$ cat src/rtl/axi4_burst_addr_seq.sv
// AXI4 burst address sequencer: takes one AW/AR-style command and emits one beat
// descriptor (address, index, last, strobe) per valid/ready handshake.
module axi4_burst_addr_seq #(
  parameter int unsigned ADDR_WIDTH = 32,
  parameter int unsigned DATA_WIDTH = 64
) (
  input  logic                    clk_i,
  input  logic                    rst_i,
  input  logic                    cmd_valid_i,
  output logic                    cmd_ready_o,
  input  logic [ADDR_WIDTH-1:0]   cmd_addr_i,
  input  logic [7:0]              cmd_len_i,
  input  logic [2:0]              cmd_size_i,
  input  logic [1:0]              cmd_burst_i,
  output logic                    beat_valid_o,
  input  logic                    beat_ready_i,
  output logic [ADDR_WIDTH-1:0]   beat_addr_o,
  output logic [7:0]              beat_idx_o,
  output logic                    beat_last_o,
  output logic [DATA_WIDTH/8-1:0] beat_strb_o,
  output logic                    err_o
);

  localparam int unsigned NB  = DATA_WIDTH / 8;
  localparam int unsigned LNB = $clog2(NB);

  localparam logic [1:0] BurstFixed = 2'd0;
  localparam logic [1:0] BurstIncr  = 2'd1;
  localparam logic [1:0] BurstWrap  = 2'd2;

  typedef enum logic {StIdle, StBurst} state_e;

  state_e                state_q, state_d;
  logic [ADDR_WIDTH-1:0] addr_q, addr_d;
  logic [7:0]            idx_q, idx_d;
  logic [7:0]            len_q, len_d;
  logic [2:0]            size_q, size_d;
  logic [1:0]            burst_q, burst_d;
  logic                  err_q, err_d;

  logic                  beat_valid;
  logic                  beat_last;
  logic                  beat_hs;
  logic                  cmd_acc;
  logic                  cmd_illegal;

  logic [ADDR_WIDTH-1:0] cmd_mask;
  logic [ADDR_WIDTH-1:0] cmd_end;
  logic                  size_bad;
  logic                  burst_bad;
  logic                  wrap_bad;
  logic                  cross_bad;

  logic [ADDR_WIDTH-1:0] cur_mask;
  logic [ADDR_WIDTH-1:0] cur_step;
  logic [ADDR_WIDTH-1:0] cur_al;
  logic [ADDR_WIDTH-1:0] wrap_mask;
  logic [ADDR_WIDTH-1:0] addr_nxt;

  logic [ADDR_WIDTH-1:0] strb_lo;
  logic [ADDR_WIDTH-1:0] strb_hi;
  logic [NB-1:0]         strb;

  function automatic logic [ADDR_WIDTH-1:0] size_mask(input logic [2:0] size);
    return (ADDR_WIDTH'(1) << size) - ADDR_WIDTH'(1);
  endfunction

  // Handshake and command acceptance
  always_comb begin
    beat_valid  = (state_q == StBurst);
    beat_last   = beat_valid && (idx_q == len_q);
    beat_hs     = beat_valid && beat_ready_i;
    cmd_ready_o = (state_q == StIdle) || (beat_hs && beat_last);
    cmd_acc     = cmd_valid_i && cmd_ready_o;
  end

  // Command legality; the 4KB check uses the aligned start plus len beats
  always_comb begin
    cmd_mask    = size_mask(cmd_size_i);
    cmd_end     = (cmd_addr_i & ~cmd_mask) + (ADDR_WIDTH'(cmd_len_i) << cmd_size_i);
    size_bad    = 32'(cmd_size_i) > LNB;
    burst_bad   = (cmd_burst_i == 2'd3);
    wrap_bad    = (cmd_burst_i == BurstWrap) &&
                  !(cmd_len_i inside {8'd1, 8'd3, 8'd7, 8'd15});
    cross_bad   = (cmd_burst_i == BurstIncr) &&
                  (cmd_addr_i[ADDR_WIDTH-1:12] != cmd_end[ADDR_WIDTH-1:12]);
    cmd_illegal = size_bad || burst_bad || wrap_bad || cross_bad;
  end

  // Address of the following beat
  always_comb begin
    cur_mask  = size_mask(size_q);
    cur_step  = ADDR_WIDTH'(1) << size_q;
    cur_al    = addr_q & ~cur_mask;
    wrap_mask = ((ADDR_WIDTH'(len_q) + ADDR_WIDTH'(1)) << size_q) - ADDR_WIDTH'(1);
    case (burst_q)
      BurstIncr: addr_nxt = cur_al + cur_step;
      BurstWrap: addr_nxt = (addr_q & ~wrap_mask) | ((cur_al + cur_step) & wrap_mask);
      default:   addr_nxt = addr_q;
    endcase
  end

  // Lanes from the current byte offset up to the end of the size-aligned beat
  always_comb begin
    strb_lo = addr_q & ADDR_WIDTH'(NB - 1);
    strb_hi = (addr_q | cur_mask) & ADDR_WIDTH'(NB - 1);
    for (int i = 0; i < NB; i++) begin
      strb[i] = (ADDR_WIDTH'(i) >= strb_lo) && (ADDR_WIDTH'(i) <= strb_hi);
    end
  end

  always_comb begin
    state_d = state_q;
    addr_d  = addr_q;
    idx_d   = idx_q;
    len_d   = len_q;
    size_d  = size_q;
    burst_d = burst_q;
    err_d   = 1'b0;

    if (beat_hs) begin
      if (beat_last) begin
        state_d = StIdle;
        idx_d   = 8'd0;
      end else begin
        addr_d = addr_nxt;
        idx_d  = idx_q + 8'd1;
      end
    end

    // A command accepted on the last handshake overrides the return to idle
    if (cmd_acc) begin
      if (cmd_illegal) begin
        err_d   = 1'b1;
        state_d = StIdle;
        idx_d   = 8'd0;
      end else begin
        state_d = StBurst;
        addr_d  = cmd_addr_i;
        idx_d   = 8'd0;
        len_d   = cmd_len_i;
        size_d  = cmd_size_i;
        burst_d = cmd_burst_i;
      end
    end
  end

  always_ff @(posedge clk_i) begin
    if (rst_i) begin
      state_q <= StIdle;
      addr_q  <= '0;
      idx_q   <= '0;
      len_q   <= '0;
      size_q  <= '0;
      burst_q <= BurstFixed;
      err_q   <= 1'b0;
    end else begin
      state_q <= state_d;
      addr_q  <= addr_d;
      idx_q   <= idx_d;
      len_q   <= len_d;
      size_q  <= size_d;
      burst_q <= burst_d;
      err_q   <= err_d;
    end
  end

  assign beat_valid_o = beat_valid;
  assign beat_addr_o  = addr_q;
  assign beat_idx_o   = idx_q;
  assign beat_last_o  = beat_last;
  assign beat_strb_o  = beat_valid ? strb : '0;
  assign err_o        = err_q;

endmodule
$ cat config.mk
export PLATFORM = sky130hd
export DESIGN_NAME = axi4_burst_addr_seq
export DESIGN_NICKNAME = d
export VERILOG_FILES = /design/src/rtl/axi4_burst_addr_seq.sv
export SDC_FILE = /design/constraint.sdc
export NUM_CORES = 1
export LEC_CHECK = 0
export CAP_MARGIN = 20
export CORE_ASPECT_RATIO = 1.2
export CORE_UTILIZATION = 38
export CTS_CLUSTER_DIAMETER = 120
export DETAILED_ROUTE_END_ITERATION = 16
export GPL_TIMING_DRIVEN = 1
export MAX_ROUTING_LAYER = met4
export PLACE_DENSITY = 0.56
export SETUP_SLACK_MARGIN = 0.1
export SYNTH_ARGS = -nofsm -noshare
export SYNTH_HDL_FRONTEND = slang
export SYNTH_SLANG_ARGS = --single-unit
$ cat constraint.sdc
create_clock -name clk_i -period 5.4 [get_ports clk_i]
set_input_delay 0.81 -clock clk_i [delete_from_list [all_inputs] [get_ports clk_i]]
set_output_delay 0.81 -clock clk_i [all_outputs]
set_load 0.01 [all_outputs]
# == Word level (Yosys, flattened, before mapping) ==
# Cells that the tools add are included.
# op_classes
reduce_logical,26
shift,4
bitwise_logic,12
muxes,12
addsub,7
eq_ne,11
order_cmp,17
# ops
cell,n
$and A32 B32 Y32,4
$mux W32,4
$not A32 Y32,3
$add A32 B32 Y32,2
$pmux W32 S2,1
$shl A1 B3 Y32 const A,2
$sub A32 B2 Y32 const B,2
$or A32 B32 Y32,1
$shl A8 B3 Y32,1
$shl A9 B3 Y32,1
$sub A32 B1 Y32 const B,1
$ne A20 B20 Y1,1
$mux W8,2
$logic_and A1 B1 Y1,14
$ge A3 B3 Y1 const A,4
$le A3 B3 Y1 const A,4
$add A8 B1 Y9 const B,1
$add A8 B1 Y8 const B,1
$eq A8 B1 Y1 const B,1
$eq A8 B2 Y1 const B,1
$eq A8 B3 Y1 const B,1
$eq A8 B4 Y1 const B,1
$eq A8 B8 Y1,1
$eq A2 B2 Y1 const B,3
15 further kinds,32
# word_totals
reg_bits,55
wordCells,96

# == Depth between registers and ports, before layout ==
# Gate-level depths: netlist of run 1.
# depth
depth_word,12
ltp_mapped,18
ltp_nobuf,15

# == Least setup slack after synthesis of run 1 ==
# Ideal clock, no wire load.
# synth_path
kind,input port to flip-flop
from,in cmd_size_i[2]
to,reg addr_q[23] (netlist: beat_addr_o[23])
arrival_time_ps,4125
path_stages,18
setup_slack_ps,1156
required_time_ps,5281
path_buffers,3
path_cell_list,clkbuf_1 inv_1 nor3_1 inv_1 ha_1 and2_1 ha_1 nand2_1 a21oi_1 a21boi_0 o41ai_2 mux2_2 o221ai_1 or2_1 clkbuf_2 buf_2 o21ai_0 o221a_1
# synth_via
elab_chain_cells,10
elab_cells_between_ends,14
cone_classes,2 x add/sub; 1 x order compare; 1 x eq/ne; 2 x shift; 2 x mux; 2 x bitwise; 4 x reduce/logical
# synth_lines
element,line,text
"start, declared",13,"input logic [2:0] cmd_size_i,"
$shl A1 B3 Y32,65,return (ADDR_WIDTH'(1) << size) - ADDR_WIDTH'(1);
$sub A32 B2 Y32,65,
$not A32 Y32,80,cmd_end = (cmd_addr_i & ~cmd_mask) + (ADDR_WIDTH'(cmd_len_i) << cmd_size_i);
$and A32 B32 Y32,80,
$add A32 B32 Y32,80,
$ne A20 B20 Y1,86,(cmd_addr_i[ADDR_WIDTH-1:12] != cmd_end[ADDR_WIDTH-1:12]);
$logic_and A1 B1 Y1,85,cross_bad = (cmd_burst_i == BurstIncr) &&
$logic_or A1 B1 Y1 (*),87,cmd_illegal = size_bad || burst_bad || wrap_bad || cross_bad;
$mux W32 (*),133,if (cmd_illegal) begin
$mux W32 (*),132,if (cmd_acc) begin
"end signal, assigned",159,addr_q <= addr_d;
"end, declared",34,"logic [ADDR_WIDTH-1:0] addr_q, addr_d;"
# Every way passes the cells marked *; elsewhere a longest branch is shown, timed or not.
# A chain may end at the register's enable or synchronous reset.

# == Final worst setup path of run 1 ==
# layout_path
from,in cmd_size_i[1]
to,reg addr_q[23] (netlist: beat_addr_o[23])
# Same word-level chain as after synthesis.

==> impl_metrics.py, run 1 <==
metrics = {
    "setup_path": {
        "worstPathArrival_ns": 5.00,
        "path_class": "primary input to flip-flop",
        "required_ns": 5.61,
        "rr_endpoint": "beat_addr_o[22]$_SDFF_PP0_",
        "r2r-start": "size_q[1]$_SDFFE_PP0P_",
        "cp-startpoint": "cmd_size_i[1]",
        "rr_worst_depth": 12,
        "path_max_fanout": 40,
        "crit_path_end_kind": "flip-flop",
        "startpoint_type": "primary input",
        "ff2ff_setup_slack_ns": 1.26,
    },
    "cts": {
        "cts_buffers": 5,
        "tritoncts": "done",
        "htreeDepth": 2,
        "clk_pin_slew_worst_paths_ns": 0.08,
        "clk_latency_ns": 0.32,
        "cts-resized-gates": 0,
        "clockRootBuffer": "clkbuf_16",
        "postCtsHoldBufs": 0,
        "cts_sinks": 55,
        "post_cts_buffers": 0,
        "cts_max_path_buffers": 2,
    },
    "placed_design": {
        "gp_congestion": 0.912,
        "post-dp-hpwl_microns": 18200,
        "port_buffers": 100,
        "post-place-ws_ns": 0.312,
    },
    "power_and_ir_drop": {
        "power.clock.fraction_pct": 29.9,
        "ir_worst_vdd_mv": 0.133,
        "power_density_nw_per_um2": 154,
        "sw_frac_of_total_pct": 36.1,
        "intPower_uw": 769,
        "seqPwrFrac_pct": 38.2,
        "switchingPower_uw": 434,
        "p_leak_nw": 2.65,
        "power_frac_comb_pct": 31.9,
    },
    "detailed_routing": {
        "drtPass1Iterations": 5,
        "drc": 0,
        "dr.first_iter.drc_count": 669,
        "routed_wl_microns": 24300,
        "num_vias": 7517,
        "avgViaCountPerCell": 6.21,
        "antenna_left": 0,
        "avgRoutedWirePerCell_microns": 20.1,
    },
    "worst_hold_path": {
        "worstHoldStart": "burst_q[1]$_SDFFE_PP0P_",
        "hold_path_depth": 2,
        "hold_path_class": "flip-flop to flip-flop",
        "hold_path_end": "burst_q[1]$_SDFFE_PP0P_",
    },
    "floorplan": {
        "io_pins": 101,
        "die_area_sq_um": 17800,
        "die_x_microns": 122,
        "core-area_sq_um": 16900,
        "start_util_pct": 38.8,
        "fp.dieH_microns": 146,
        "fp-row-count": 52,
    },
    "final_layout": {
        "fin_nets": 1066,
        "syn_to_final_growth_pct": 18.6,
        "drive_gt1_share_pct": 6.74,
        "fill_cells": 1780,
        "num_antenna_cells": 0,
        "layout_common_cells": "clkdlybuf4s50_1, nand2_1, nor2_1",
        "mostFrequentLayoutCell": "clkdlybuf4s50_1",
    },
    "sta": {
        "period_minus_slack_ns": 4.79,
        "min_period_over_period_pct": 88.6,
        "worst_slack_ns": 0.614,
        "slew_viol_final": 0,
        "tns_ns": 0,
        "hold_slack_ns": 0.485,
        "skew_ns": 0.0117,
        "rsz0062_at_grt": "false",
        "hold_viol_final": 0,
        "max_freq_mhz": 209,
        "setup_viol": 0,
        "slew_headroom_pct": 44.3,
        "tightest_slew_ns": 0.834,
    },
    "logic_synthesis": {
        "syn-num-nets": 1020,
        "syn_inst": 947,
        "synth_seq_cells": 55,
        "yosysSeqAreaShare_pct": 16.8,
        "synth_edf_count": 0,
        "synthFlopType": "dfxtp_1",
        "syn_area_per_cell_sq_um": 6.94,
        "synthArstFlopShare_pct": 0,
        "synth.distinct_cells": 95,
        "synth_area_sq_um": 6570,
        "yosys_warnings": 0,
    },
    "run": {
        "maxCapViolCount": 0,
    },
    "global_routing": {
        "grt_max_degree": 41,
        "antenna_found_initial": 0,
        "grt_overflow_total": 0,
        "grt_pass1_vias": 6876,
        "grt_usage_pct": 27.9,
        "grt_first_pass_wirelength_microns": 38100,
    },
    "status": {
        "outcome": "completed",
    },
}
==> state kept, by name, indices dropped and copies added, names as in the netlist <==
signal	flops
beat_addr_o	32
beat_idx_o	8
beat_valid_o	1
burst_q	2
err_o	1
len_q	8
size_q	3
==> power groups by stage <==
| stage | logic, mW | registers [mW] | clock network (mW) |
|---|---|---|---|
| detailed placement | 0.379 | 0.468 | 0 |
| global route | 0.419 | 0.463 | 0.378 |
| CTS | 0.381 | 0.458 | 0.367 |
| global placement | 0.381 | 0.468 | 0 |
| floorplan | 0.247 | 0.452 | 0 |
| finish | 0.384 | 0.459 | 0.360 |
==> metrics by stage <==
step           cell area (sq um)  power [mW]  instances  utilization, %
2_1_floorplan               6570       0.699        947               -
6_report                    7790        1.20       1210            46.1
3_3_place_gp                7640       0.849       1202            45.2
4_1_cts                     7790        1.21       1210            46.1
5_1_grt                     7790        1.26       1210            46.1
3_5_place_dp                7640       0.847       1202            45.2
==> critical path, cell delays in order <==
cell and delay (ns):
clkdlybuf4s50_1 0.63, inv_1 0.12, nor3_1 0.30, inv_1 0.10, ha_1 0.29, and2_1 0.16
ha_1 0.33, nand2_1 0.07, a21oi_1 0.16, a21boi_0 0.15, o41ai_2 0.32, mux2_2 0.39
o221ai_1 0.23, or2_1 0.17, buf_4 0.38, o21ai_0 0.16, o221a_1 0.22
==> kinds of logic (layout without fill, tap and decap cells) <==
| family | after synthesis | after routing | synth area share [%] |
|---|---|---|---|
| DFF | 55 | 55 | 16.8 |
| xor gates and xnor gates | 37 | 37 | 4.93 |
| and+or+nand+nor | 394 | 394 | 30.6 |
| AOI/OAI and AO/OA | 302 | 302 | 31.4 |
| muxes | 28 | 28 | 4.57 |
| buffers and inverters | 107 | 154 | 7.12 |
| adders and majority gates | 24 | 24 | 4.57 |
==> synth_stat cells, types with 11 or more instances <==
cell type | number | share of area (%)
o211ai_1 | 12 | 1.4
and2_1 | 20 | 1.9
nand2_1 | 96 | 5.5
a211oi_1 | 16 | 1.8
o31ai_1 | 12 | 1.4
xnor2_1 | 23 | 3.1
mux2i_1 | 12 | 1.8
mux2_2 | 15 | 2.6
clkbuf_1 | 38 | 2.2
a21oi_1 | 71 | 5.4
and3_1 | 17 | 1.6
nand4_1 | 17 | 1.6
o21ai_0 | 61 | 4.6
a21o_1 | 11 | 1.3
xor2_1 | 14 | 1.9
buf_2 | 28 | 2.1
ha_1 | 24 | 4.6
nand3_1 | 42 | 3.2
nor3_1 | 38 | 2.9
a311oi_1 | 12 | 1.6
inv_1 | 28 | 1.6
dfxtp_1 | 55 | 17
nor2_1 | 82 | 4.7
a31oi_1 | 24 | 2.3
==> layer usage <==
metal | vias to the layer above | wire, microns | global-route usage (%)
met1 | 3553 | 10600 | 35.5
met2 | 277 | 11500 | 44.2
li1 | 3640 | - | -
met4 | 0 | 969 | 12.3
met3 | 47 | 1220 | 3.16
met5 | - | 0 | -
==> layout make-up <==
type,instances,area (sq um),area share (%)
multi-input cells,785,5020,64.5
repair buffers,116,1130,14.5
flip-flops and latches,55,1100,14.1
well taps,216,270,3.47
clock buffers,5,125,1.61
inverters,30,113,1.44
clock inverters,3,27.5,0.353
==> worst max path at each step <==
| stage | end | slack, ns | depth (start not counted) |
|---|---|---|---|
| 5_1_grt | beat_addr_o[23]$_SDFF_PP0_ | 0.25 | 17 |
| 2_1_floorplan | beat_addr_o[23]$_SDFF_PP0_ | 1.16 | 18 |
| 3_5_place_dp | beat_addr_o[23]$_SDFF_PP0_ | 0.31 | 17 |
| 3_3_place_gp | beat_addr_o[23]$_SDFF_PP0_ | 0.42 | 17 |
| 6_report | beat_addr_o[23]$_SDFF_PP0_ | 0.61 | 17 |
| 4_1_cts | beat_addr_o[23]$_SDFF_PP0_ | 0.66 | 17 |
No activity file was read; power rests on OpenSTA's default activity.
==> inputs of run 2 (changes only) <==
--- a/config.mk
+++ b/config.mk
@@ -6,7 +6,6 @@
 export NUM_CORES = 1
 export LEC_CHECK = 0
 export CAP_MARGIN = 20
-export CORE_ASPECT_RATIO = 1.2
 export CORE_UTILIZATION = 38
 export CTS_CLUSTER_DIAMETER = 120
 export DETAILED_ROUTE_END_ITERATION = 16
==> run 2 against run 1 <==
Critical path depth is 1 lower; sequential share of layout area is 0.099 points lower; critical path type unchanged; via count is 0.45% higher; fmax is 0.10% higher; critical endpoint is now beat_addr_o[16]$_SDFF_PP0_; register-to-register slack worse by 0.04 ns; sequential power hardly changed; clock-buffer cell count is 1 higher; core utilization is 0.76 points higher; largest cell class unchanged.
==> impl_metrics.py, run 2 (synthesized netlist as in run 1, its figures left out) <==
metrics = {
    "detailed_routing": {
        "avgViaCountPerCell": 6.19,
        "drtPass1Iterations": 5,
        "num_vias": 7551,
        "dr.first_iter.drc_count": 619,
        "avgRoutedWirePerCell_microns": 19.8,
        "routed_wl_microns": 24200,
        "antenna_left": 0,
        "drc": 0,
    },
    "status": {
        "outcome": "completed",
    },
    "final_layout": {
        "drive_gt1_share_pct": 7.21,
        "mostFrequentLayoutCell": "clkdlybuf4s50_1",
        "syn_to_final_growth_pct": 19.5,
        "instances_no_fill": 1219,
        "final_core_util_pct": 46.8,
        "num_antenna_cells": 0,
        "largest_reg_flops": 32,
        "fill_cells": 1758,
        "layout_common_cells": "clkdlybuf4s50_1, nand2_1, nor2_1",
        "fin_nets": 1071,
    },
    "worst_hold_path": {
        "hold_path_class": "flip-flop to flip-flop",
    },
    "setup_path": {
        "worstPathArrival_ns": 4.99,
        "path_class": "primary input to flip-flop",
        "startpoint_type": "primary input",
        "crit_path_end_kind": "flip-flop",
        "required_ns": 5.61,
        "path_max_fanout": 17,
    },
    "floorplan": {
        "fp-row-count": 47,
        "core-area_sq_um": 16800,
        "die_area_sq_um": 17800,
        "io_pins": 101,
        "die_x_microns": 133,
        "start_util_pct": 39.2,
        "fp.dieH_microns": 133,
    },
    "cts": {
        "clk_latency_ns": 0.31,
        "cts_buffers": 5,
        "postCtsHoldBufs": 0,
        "clk_pin_slew_worst_paths_ns": 0.08,
        "cts-resized-gates": 0,
        "cts_sinks": 55,
        "post_cts_buffers": 0,
        "tritoncts": "done",
        "clockRootBuffer": "clkbuf_16",
        "cts_max_path_buffers": 2,
        "htreeDepth": 2,
    },
    "global_routing": {
        "grt_max_degree": 41,
        "grt_usage_pct": 28.1,
        "grt_overflow_total": 0,
        "grt_first_pass_wirelength_microns": 38500,
        "grt_pass1_vias": 6934,
        "antenna_found_initial": 0,
    },
    "sta": {
        "slew_headroom_pct": 39.7,
        "min_period_over_period_pct": 88.5,
        "hold_viol_final": 0,
        "max_freq_mhz": 209,
        "tns_ns": 0,
        "tightest_slew_ns": 0.904,
        "slew_viol_final": 0,
        "period_minus_slack_ns": 4.78,
        "skew_ns": 0.00884,
        "setup_viol": 0,
        "rsz0062_at_grt": "false",
    },
    "power_and_ir_drop": {
        "p_leak_nw": 2.69,
        "finalPower_mw": 1.24,
        "power_density_nw_per_um2": 159,
        "ir_worst_vdd_mv": 0.130,
    },
    "run": {
        "maxCapViolCount": 0,
    },
    "placed_design": {
        "post-dp-hpwl_microns": 18300,
        "gp_congestion": 0.949,
        "placed_cells": 1211,
        "port_buffers": 100,
    },
}
## run 2: cell types whose count changed in the layout (fill, tap and decap cells not counted), sizes merged
cell / before / now
clkbuf: 5 / 6
clkinv: 3 / 2
buf: 16 / 21
clkinvlp: 1 / 0
bufinv: 0 / 1
## run 2: final cells by class
class	instances	area (sq um)	share of cell area (%)
repair buffers	121	1160	14.8
flip-flops and latches	55	1100	14.0
clock buffers	6	139	1.77
multi-input cells	785	5020	64.0
well taps	220	275	3.51
inverters	30	113	1.43
clock inverters	2	38.8	0.494
## run 2: where the power goes
group | switching (mW) | internal, mW
sequential | 0.0369 | 0.422
combinational | 0.216 | 0.170
clock | 0.166 | 0.234
total | 0.419 | 0.826
## run 2: routing by layer
layer  part of all wire, %  vias up  global-route usage (%)
li1                      -     3644                       -
met1                    48     3587                    39.9
met2                    44      291                    41.8
met3                   6.6       29                    3.54
met4                   1.7        0                    7.13
met5                     0        -                       -
## run 2: path summary, 6_finish.rpt
path                                         startpoint                    endpoint  slack [ns]  cells past startpoint
worst max-delay path                      cmd_size_i[1]  beat_addr_o[16]$_SDFF_PP0_        0.62                     16
worst min-delay path            burst_q[0]$_SDFFE_PP0P_     burst_q[0]$_SDFFE_PP0P_        0.48                      2
worst max register to register   size_q[1]$_SDFFE_PP0P_  beat_addr_o[31]$_SDFF_PP0_        1.22                     11
worst min register to register  burst_q[0]$_SDFFE_PP0P_     burst_q[0]$_SDFFE_PP0P_        0.48                      2
## run 2: per-stage QoR
step / setup WS [ns] / instance area [sq um] / hold slack, ns
floorplan: 1.16 / 6570 / 0.453
global placement: 0.425 / 7670 / 0.465
CTS: 0.640 / 7850 / 0.482
finish: 0.619 / 7850 / 0.482
detailed placement: 0.326 / 7670 / 0.471
global route: 0.255 / 7850 / 0.506
## run 2: worst max-delay path, cell delays in order
cell and delay [ns]:
clkdlybuf4s50_1 0.48, buf_4 0.24, mux2i_1 0.24, nor2_1 0.06, a31oi_1 0.26, nor2_1 0.08, ha_1 0.30, nand4b_1 0.13
o211ai_1 0.28, a21boi_0 0.16, o41ai_2 0.37, mux2_2 0.40, o221ai_1 0.23, or2_1 0.16, nand2_1 0.33, o41ai_1 0.46
